==> config.mk <==
export PLATFORM = sky130hd
export DESIGN_NAME = branch_resolver
export DESIGN_NICKNAME = d
export VERILOG_FILES = /design/src/rtl/branch_resolver_pkg.sv /design/src/rtl/sat_counter.sv /design/src/rtl/branch_resolver.sv
export SDC_FILE = /design/constraint.sdc
export NUM_CORES = 1
export LEC_CHECK = 0
export ABC_AREA = 1
export CAP_MARGIN = 20
export CORE_MARGIN = 4
export CORE_UTILIZATION = 46
export CTS_BUF_LIST = sky130_fd_sc_hd__clkbuf_4 sky130_fd_sc_hd__clkbuf_8 sky130_fd_sc_hd__clkbuf_16
export CTS_CLUSTER_SIZE = 8
export DETAILED_ROUTE_END_ITERATION = 8
export PLACE_DENSITY = 0.84
export SYNTH_ARGS = -nofsm -noshare
export SYNTH_HDL_FRONTEND = slang
export SYNTH_SLANG_ARGS = --single-unit
==> constraint.sdc <==
create_clock -name CLK -period 4.6 [get_ports CLK]
set_input_delay 0.92 -clock CLK [delete_from_list [all_inputs] [get_ports CLK]]
set_output_delay 0.92 -clock CLK [all_outputs]
set_load 0.005 [all_outputs]
==> src/rtl/branch_resolver_pkg.sv <==
// Shared pipeline constants and FSM encoding for the branch resolver.
package branch_resolver_pkg;

  typedef enum logic {
    IDLE     = 1'b0,
    FLUSHING = 1'b1
  } fsm_state_t;

  localparam int unsigned DEFAULT_FLUSH_CYCLES = 2;
  localparam int unsigned INSTR_BYTES          = 4;
  // Wide enough for FLUSH_CYCLES-1 over the legal range 1..7.
  localparam int unsigned FLUSH_CNT_WIDTH      = 3;

endpackage

==> src/rtl/sat_counter.sv <==
// Saturating up-counter used for branch statistics; sticks at all-ones.
module sat_counter #(
  parameter int unsigned WIDTH = 16
) (
  input  logic             clk,
  input  logic             rst,
  input  logic             inc,
  output logic [WIDTH-1:0] count
);

  // Count up on inc unless already saturated.
  always_ff @(posedge clk or posedge rst) begin
    if (rst) begin
      count <= '0;
    end else if (inc && (count != '1)) begin
      count <= count + WIDTH'(1);
    end
  end

endmodule

==> src/rtl/branch_resolver.sv <==
// Execute-stage branch resolver: detects mispredictions, redirects fetch,
// trains the predictor, flushes younger stages and keeps statistics.
module branch_resolver
  import branch_resolver_pkg::*;
#(
  parameter int unsigned ADDRESS_WIDTH = 32,
  parameter int unsigned FLUSH_CYCLES  = DEFAULT_FLUSH_CYCLES,
  parameter int unsigned COUNT_WIDTH   = 16
) (
  input  logic                     CLK,
  input  logic                     RST,
  input  logic                     STALL,
  input  logic                     BRANCH_VALID,
  input  logic [ADDRESS_WIDTH-1:0] PC_EXECUTION,
  input  logic                     PREDICTED_TAKEN,
  input  logic [ADDRESS_WIDTH-1:0] PC_PREDICTED_EX,
  input  logic                     BRANCH_TAKEN,
  input  logic [ADDRESS_WIDTH-1:0] BRANCH_TARGET,
  output logic [ADDRESS_WIDTH-1:0] PC_PREDICT_LEARN,
  output logic                     PC_PREDICT_LEARN_SELECT,
  output logic                     LEARN_TAKEN,
  output logic [ADDRESS_WIDTH-1:0] PC_REDIRECT,
  output logic                     PC_REDIRECT_VALID,
  output logic                     FLUSH,
  output logic [COUNT_WIDTH-1:0]   BRANCH_COUNT,
  output logic [COUNT_WIDTH-1:0]   MISPREDICT_COUNT
);

  fsm_state_t                 state, state_next;
  logic [FLUSH_CNT_WIDTH-1:0] flush_cnt, flush_cnt_next;
  logic                       sample;
  logic                       mispredict;
  logic                       learn;
  logic [ADDRESS_WIDTH-1:0]   next_pc;

  // Branch evaluation: sampling qualifier, mispredict test, correct next PC.
  always_comb begin
    sample     = BRANCH_VALID && !STALL && (state == IDLE);
    mispredict = (PREDICTED_TAKEN != BRANCH_TAKEN) ||
                 (PREDICTED_TAKEN && BRANCH_TAKEN && (PC_PREDICTED_EX != BRANCH_TARGET));
    learn      = sample && (mispredict || BRANCH_TAKEN);
    next_pc    = BRANCH_TAKEN ? BRANCH_TARGET
                              : PC_EXECUTION + ADDRESS_WIDTH'(INSTR_BYTES);
  end

  // Next-state and flush down-counter; everything holds while stalled.
  always_comb begin
    state_next     = state;
    flush_cnt_next = flush_cnt;
    if (!STALL) begin
      case (state)
        IDLE: begin
          if (sample && mispredict) begin
            state_next     = FLUSHING;
            flush_cnt_next = FLUSH_CNT_WIDTH'(FLUSH_CYCLES - 1);
          end
        end
        FLUSHING: begin
          if (flush_cnt == '0) begin
            state_next = IDLE;
          end else begin
            flush_cnt_next = flush_cnt - FLUSH_CNT_WIDTH'(1);
          end
        end
        default: state_next = IDLE;
      endcase
    end
  end

  // State register and flush counter.
  always_ff @(posedge CLK or posedge RST) begin
    if (RST) begin
      state     <= IDLE;
      flush_cnt <= '0;
    end else begin
      state     <= state_next;
      flush_cnt <= flush_cnt_next;
    end
  end

  // Registered responses; FLUSH tracks the registered FSM state so it is
  // high for exactly the cycles spent in FLUSHING.
  always_ff @(posedge CLK or posedge RST) begin
    if (RST) begin
      FLUSH                   <= 1'b0;
      PC_REDIRECT_VALID       <= 1'b0;
      PC_PREDICT_LEARN_SELECT <= 1'b0;
      LEARN_TAKEN             <= 1'b0;
      PC_PREDICT_LEARN        <= '0;
      PC_REDIRECT             <= '0;
    end else begin
      FLUSH                   <= (state_next == FLUSHING);
      PC_REDIRECT_VALID       <= sample && mispredict;
      PC_PREDICT_LEARN_SELECT <= learn;
      if (sample && mispredict) begin
        PC_REDIRECT <= next_pc;
      end
      if (learn) begin
        PC_PREDICT_LEARN <= BRANCH_TARGET;
        LEARN_TAKEN      <= BRANCH_TAKEN;
      end
    end
  end

  sat_counter #(.WIDTH(COUNT_WIDTH)) u_branch_count (
    .clk   (CLK),
    .rst   (RST),
    .inc   (sample),
    .count (BRANCH_COUNT)
  );

  sat_counter #(.WIDTH(COUNT_WIDTH)) u_mispredict_count (
    .clk   (CLK),
    .rst   (RST),
    .inc   (sample && mispredict),
    .count (MISPREDICT_COUNT)
  );

endmodule

==> results.txt <==
----------------------------------------------------
[Hold path]
  Worst hold path class ... flop to flop

[Job]
  Max-cap check violation count ... 0

[Setup path]
  Endpoint class of the critical path ... flop
  Crit start category ... input port
  Worst reg2reg setup slack ... 2.71 ns
  Critical path data arrival time ... 3.33 ns
  Data required time of the critical path ... 4.84 ns
  Startpoint-to-endpoint class of the critical path ... input port to flop
  Critical-path maximum fanout ... 29

[STA]
  Final period utilization ... 67.25%
  Shortest clock period the worst path allows after layout ... 3.093 ns
  Fin Hold WS ... 0.4726 ns
  Upper clock frequency limit ... 323.3 MHz
  Post-route clock skew ... 0.005593 ns
  Unrepaired setup endpoints after global routing ... false
  Final-layout setup total negative slack ... 0 ns
  Setup violators final ... 0
  Pins Over Slew Limit ... 0
  Slew headroom ... 50.76%
  Count of final hold-check violations ... 0
  Tightest Pin Transition ... 0.7386 ns

[Floorplanning]
  Die Span X ... 121.6 um
  Starting density of the core ... 47.03%
  Die Outline Area ... 0.01478 mm^2
  Std-Cell Rows ... 41
  Die span in y ... 121.6 um
  Floorplan core area ... 0.01262 mm^2
  I/O pin count ... 202

[Clock tree]
  Clock transition at the register clock pins on the worst setup and hold paths after CTS ... 0.07 ns
  Number of post-CTS setup repair buffers ... 0
  Clock Tree Root ... sky130_fd_sc_hd__clkbuf_16
  Hold buffer count at cts ... 0
  Clock tree from TritonCTS ... done
  Buffer levels on the longest clock path ... 2
  Post-cts repair resize count ... 0
  TritonCTS buffer count ... 9
  Clock Latency Late Sink ... 0.36 ns
  Number of H-tree levels ... 3
  Clock Sinks ... 103

[Power]
  Overall power of the completed layout ... 3.635 mW
  Peak supply drop ... 316.4 uV
  Leakage power figure ... 4.020 nW
  Power density relative to cell area ... 429.9 mW/mm^2

[Synthesis]
  Synthesized netlist net count ... 889
  Number of distinct library cells after synthesis ... 38
  Average cell area after synthesis ... 7.608 um^2
  Syn. warnings ... 0
  Cell count after synthesis ... 780
  Mapped cell area ... 0.005934 mm^2
  Flip-flop and latch count after synthesis ... 103
  Sequential-to-total area share from yosys stat ... 43.43%

[GRT]
  GRT Overall Usage ... 24.28%
  Antenna violations before repair ... 1
  Number of global-route vias before repair ... 5755
  Maximum number of pins on one net before global-route repair ... 59
  Wire length of the first global-routing pass ... 28.22 mm
  Residual overflow from global routing ... 0

[Cells and area]
  Most common library cell in the layout ignoring fill and taps ... sky130_fd_sc_hd__nand2_1
  Commonest non-fill, non-tap cells in the layout ... 292 x sky130_fd_sc_hd__nand2_1, 201 x sky130_fd_sc_hd__clkdlybuf4s50_1, 103 x sky130_fd_sc_hd__dfrtp_1
  Final-layout fill cell count ... 1062
  Area added between synthesis and finish ... 42.50%
  Number of nets in the finished design ... 1086
  Layout Utilization ... 67.01%
  Final instance area ... 0.008457 mm^2
  Diodes inserted ... 0
  Fraction of final layout cells sized beyond drive strength 1 ... 4.786%

[Placement]
  Port Buffer Count ... 201
  Dpl cell area ... 0.008093 mm^2
  HPWL Detailed ... 13.44 mm
  Routability congestion estimate from global placement ... 0.9142

[Routing]
  Routed via count ... 5712
  Initial DRC count ... 305
  Wire length per cell ... 15.08 um
  Count of unresolved DRC violations after routing ... 0
  Total wirelength of the detailed-routed design ... 17.40 mm
  Vias per inst ... 4.950
  Post-route ant nets ... 0
  Total iterations of the first detailed-routing run ... 5

[Outcome]
  Result of the run ... finished, final reports clean

----------------------------------------------------
## routing by layer
layer | GRT usage (%) | share of wire, % | vias to the layer above
met4 | 8.403 | 2.3 | 2
met3 | 6.639 | 7.6 | 34
li1 | - | - | 2851
met5 | 0 | 0.075 | -
met1 | 30.61 | 41 | 2636
met2 | 40.35 | 49 | 189
## sequential cells by signal, summed over array words and instances, names as in the netlist
register	flops
u_mispredict_count.count	16
FLUSH	1
PC_REDIRECT	32
PC_PREDICT_LEARN	32
PC_REDIRECT_VALID	1
LEARN_TAKEN	1
flush_cnt	3
u_branch_count.count	16
PC_PREDICT_LEARN_SELECT	1
## synthesized netlist by cell type
| master | instances | area (um^2) |
|---|---|---|
| sky130_fd_sc_hd__mux2i_1 | 5 | 50.05 |
| sky130_fd_sc_hd__nand3b_1 | 1 | 7.510 |
| sky130_fd_sc_hd__inv_1 | 78 | 292.8 |
| sky130_fd_sc_hd__ha_1 | 7 | 87.58 |
| sky130_fd_sc_hd__o22ai_1 | 1 | 6.260 |
| sky130_fd_sc_hd__buf_4 | 2 | 15.01 |
| sky130_fd_sc_hd__xnor2_1 | 38 | 332.8 |
| sky130_fd_sc_hd__nand4_1 | 7 | 43.79 |
| sky130_fd_sc_hd__clkinv_1 | 1 | 3.750 |
| sky130_fd_sc_hd__a21oi_4 | 1 | 16.27 |
| sky130_fd_sc_hd__nand2_2 | 5 | 31.28 |
| sky130_fd_sc_hd__dfrtp_1 | 103 | 2577 |
| sky130_fd_sc_hd__a22oi_1 | 2 | 15.01 |
| sky130_fd_sc_hd__buf_2 | 11 | 55.05 |
| sky130_fd_sc_hd__buf_6 | 2 | 22.52 |
| sky130_fd_sc_hd__nand3_1 | 50 | 250.2 |
| sky130_fd_sc_hd__buf_1 | 1 | 3.750 |
| sky130_fd_sc_hd__nor3_1 | 9 | 45.04 |
| sky130_fd_sc_hd__nand3_2 | 2 | 20.02 |
| sky130_fd_sc_hd__nor2_1 | 46 | 172.7 |
| sky130_fd_sc_hd__clkbuf_2 | 1 | 5.000 |
| sky130_fd_sc_hd__a31oi_1 | 2 | 12.51 |
| sky130_fd_sc_hd__a21o_1 | 1 | 7.510 |
| sky130_fd_sc_hd__o21ai_0 | 39 | 195.2 |
| sky130_fd_sc_hd__a21oi_1 | 6 | 30.03 |
| sky130_fd_sc_hd__o211ai_1 | 14 | 105.1 |
| sky130_fd_sc_hd__inv_2 | 1 | 3.750 |
| sky130_fd_sc_hd__nor2_4 | 3 | 33.78 |
| sky130_fd_sc_hd__nand4_4 | 1 | 21.27 |
| sky130_fd_sc_hd__clkbuf_1 | 6 | 22.52 |
| sky130_fd_sc_hd__nor3_2 | 3 | 30.03 |
| sky130_fd_sc_hd__xor2_1 | 29 | 254.0 |
| sky130_fd_sc_hd__nor2_2 | 4 | 25.02 |
| sky130_fd_sc_hd__o21ai_1 | 1 | 5.000 |
| sky130_fd_sc_hd__nand2_4 | 1 | 11.26 |
| sky130_fd_sc_hd__nand2_1 | 292 | 1096 |
| sky130_fd_sc_hd__nor4_1 | 3 | 18.77 |
| sky130_fd_sc_hd__o21ai_2 | 1 | 8.760 |
## where the power goes
group	switching, mW	total [mW]	internal (mW)
Clock	0.345	0.860	0.516
Combinational	0.559	1.35	0.787
Sequential	0.210	1.43	1.22
Total	1.11	3.64	2.52
## worst max-delay path: stages
cell and delay (ns):
sky130_fd_sc_hd__clkdlybuf4s50_1 0.46, sky130_fd_sc_hd__xnor2_1 0.26, sky130_fd_sc_hd__nand2_1 0.07, sky130_fd_sc_hd__nor2_1 0.14, sky130_fd_sc_hd__nand2_1 0.08, sky130_fd_sc_hd__nor2_1 0.16
sky130_fd_sc_hd__nand2_1 0.09, sky130_fd_sc_hd__nand2_2 0.10, sky130_fd_sc_hd__nand2_1 0.08, sky130_fd_sc_hd__nand2_2 0.44, sky130_fd_sc_hd__buf_4 0.32, sky130_fd_sc_hd__nor2_1 0.05
sky130_fd_sc_hd__o21ai_0 0.08, sky130_fd_sc_hd__nand2_1 0.07
## path summary, 6_finish.rpt
check,from,endpoint,depth (start not counted)
setup / recovery,BRANCH_TARGET[4],PC_REDIRECT[30],14
hold / removal,PC_PREDICT_LEARN[29],PC_PREDICT_LEARN[29],2
setup reg to reg,u_branch_count.count[0],u_branch_count.count[15],10
hold reg to reg,PC_PREDICT_LEARN[29],PC_PREDICT_LEARN[29],2
max in group asynchronous,RST,PC_PREDICT_LEARN[15],3
min in group asynchronous,RST,u_mispredict_count.count[3],2
## logic make-up (layout without fill, tap and decap cells)
kind of cell | after synthesis | after routing | synth area share, %
simple gates | 427 | 427 | 30.44
flops | 103 | 103 | 43.43
buf+inv | 103 | 305 | 7.147
compound gates | 68 | 68 | 6.768
xor+xnor | 67 | 67 | 9.888
fa+ha+maj | 7 | 7 | 1.476
mux | 5 | 5 | 0.8434
## layout make-up
class                           instances  area (um^2)  area share [%]
Sequential cell                       103         2577           30.48
Inverter                               80        302.8           3.580
Tap cell                              172        215.2           2.545
Multi-Input combinational cell        574         2933           34.68
Timing Repair Buffer                  209         2092           24.74
Clock buffer                           12        260.3           3.077
Clock inverter                          4        76.32          0.9025
## stage by stage
step                cells  setup WS, ns
finish               1154         1.507
global route         1154         1.239
CTS                  1153         1.381
detailed placement   1137         1.005
global placement     1137         1.097
floorplan             780        0.9762
Note: power is estimated with default switching activity, not from simulation.
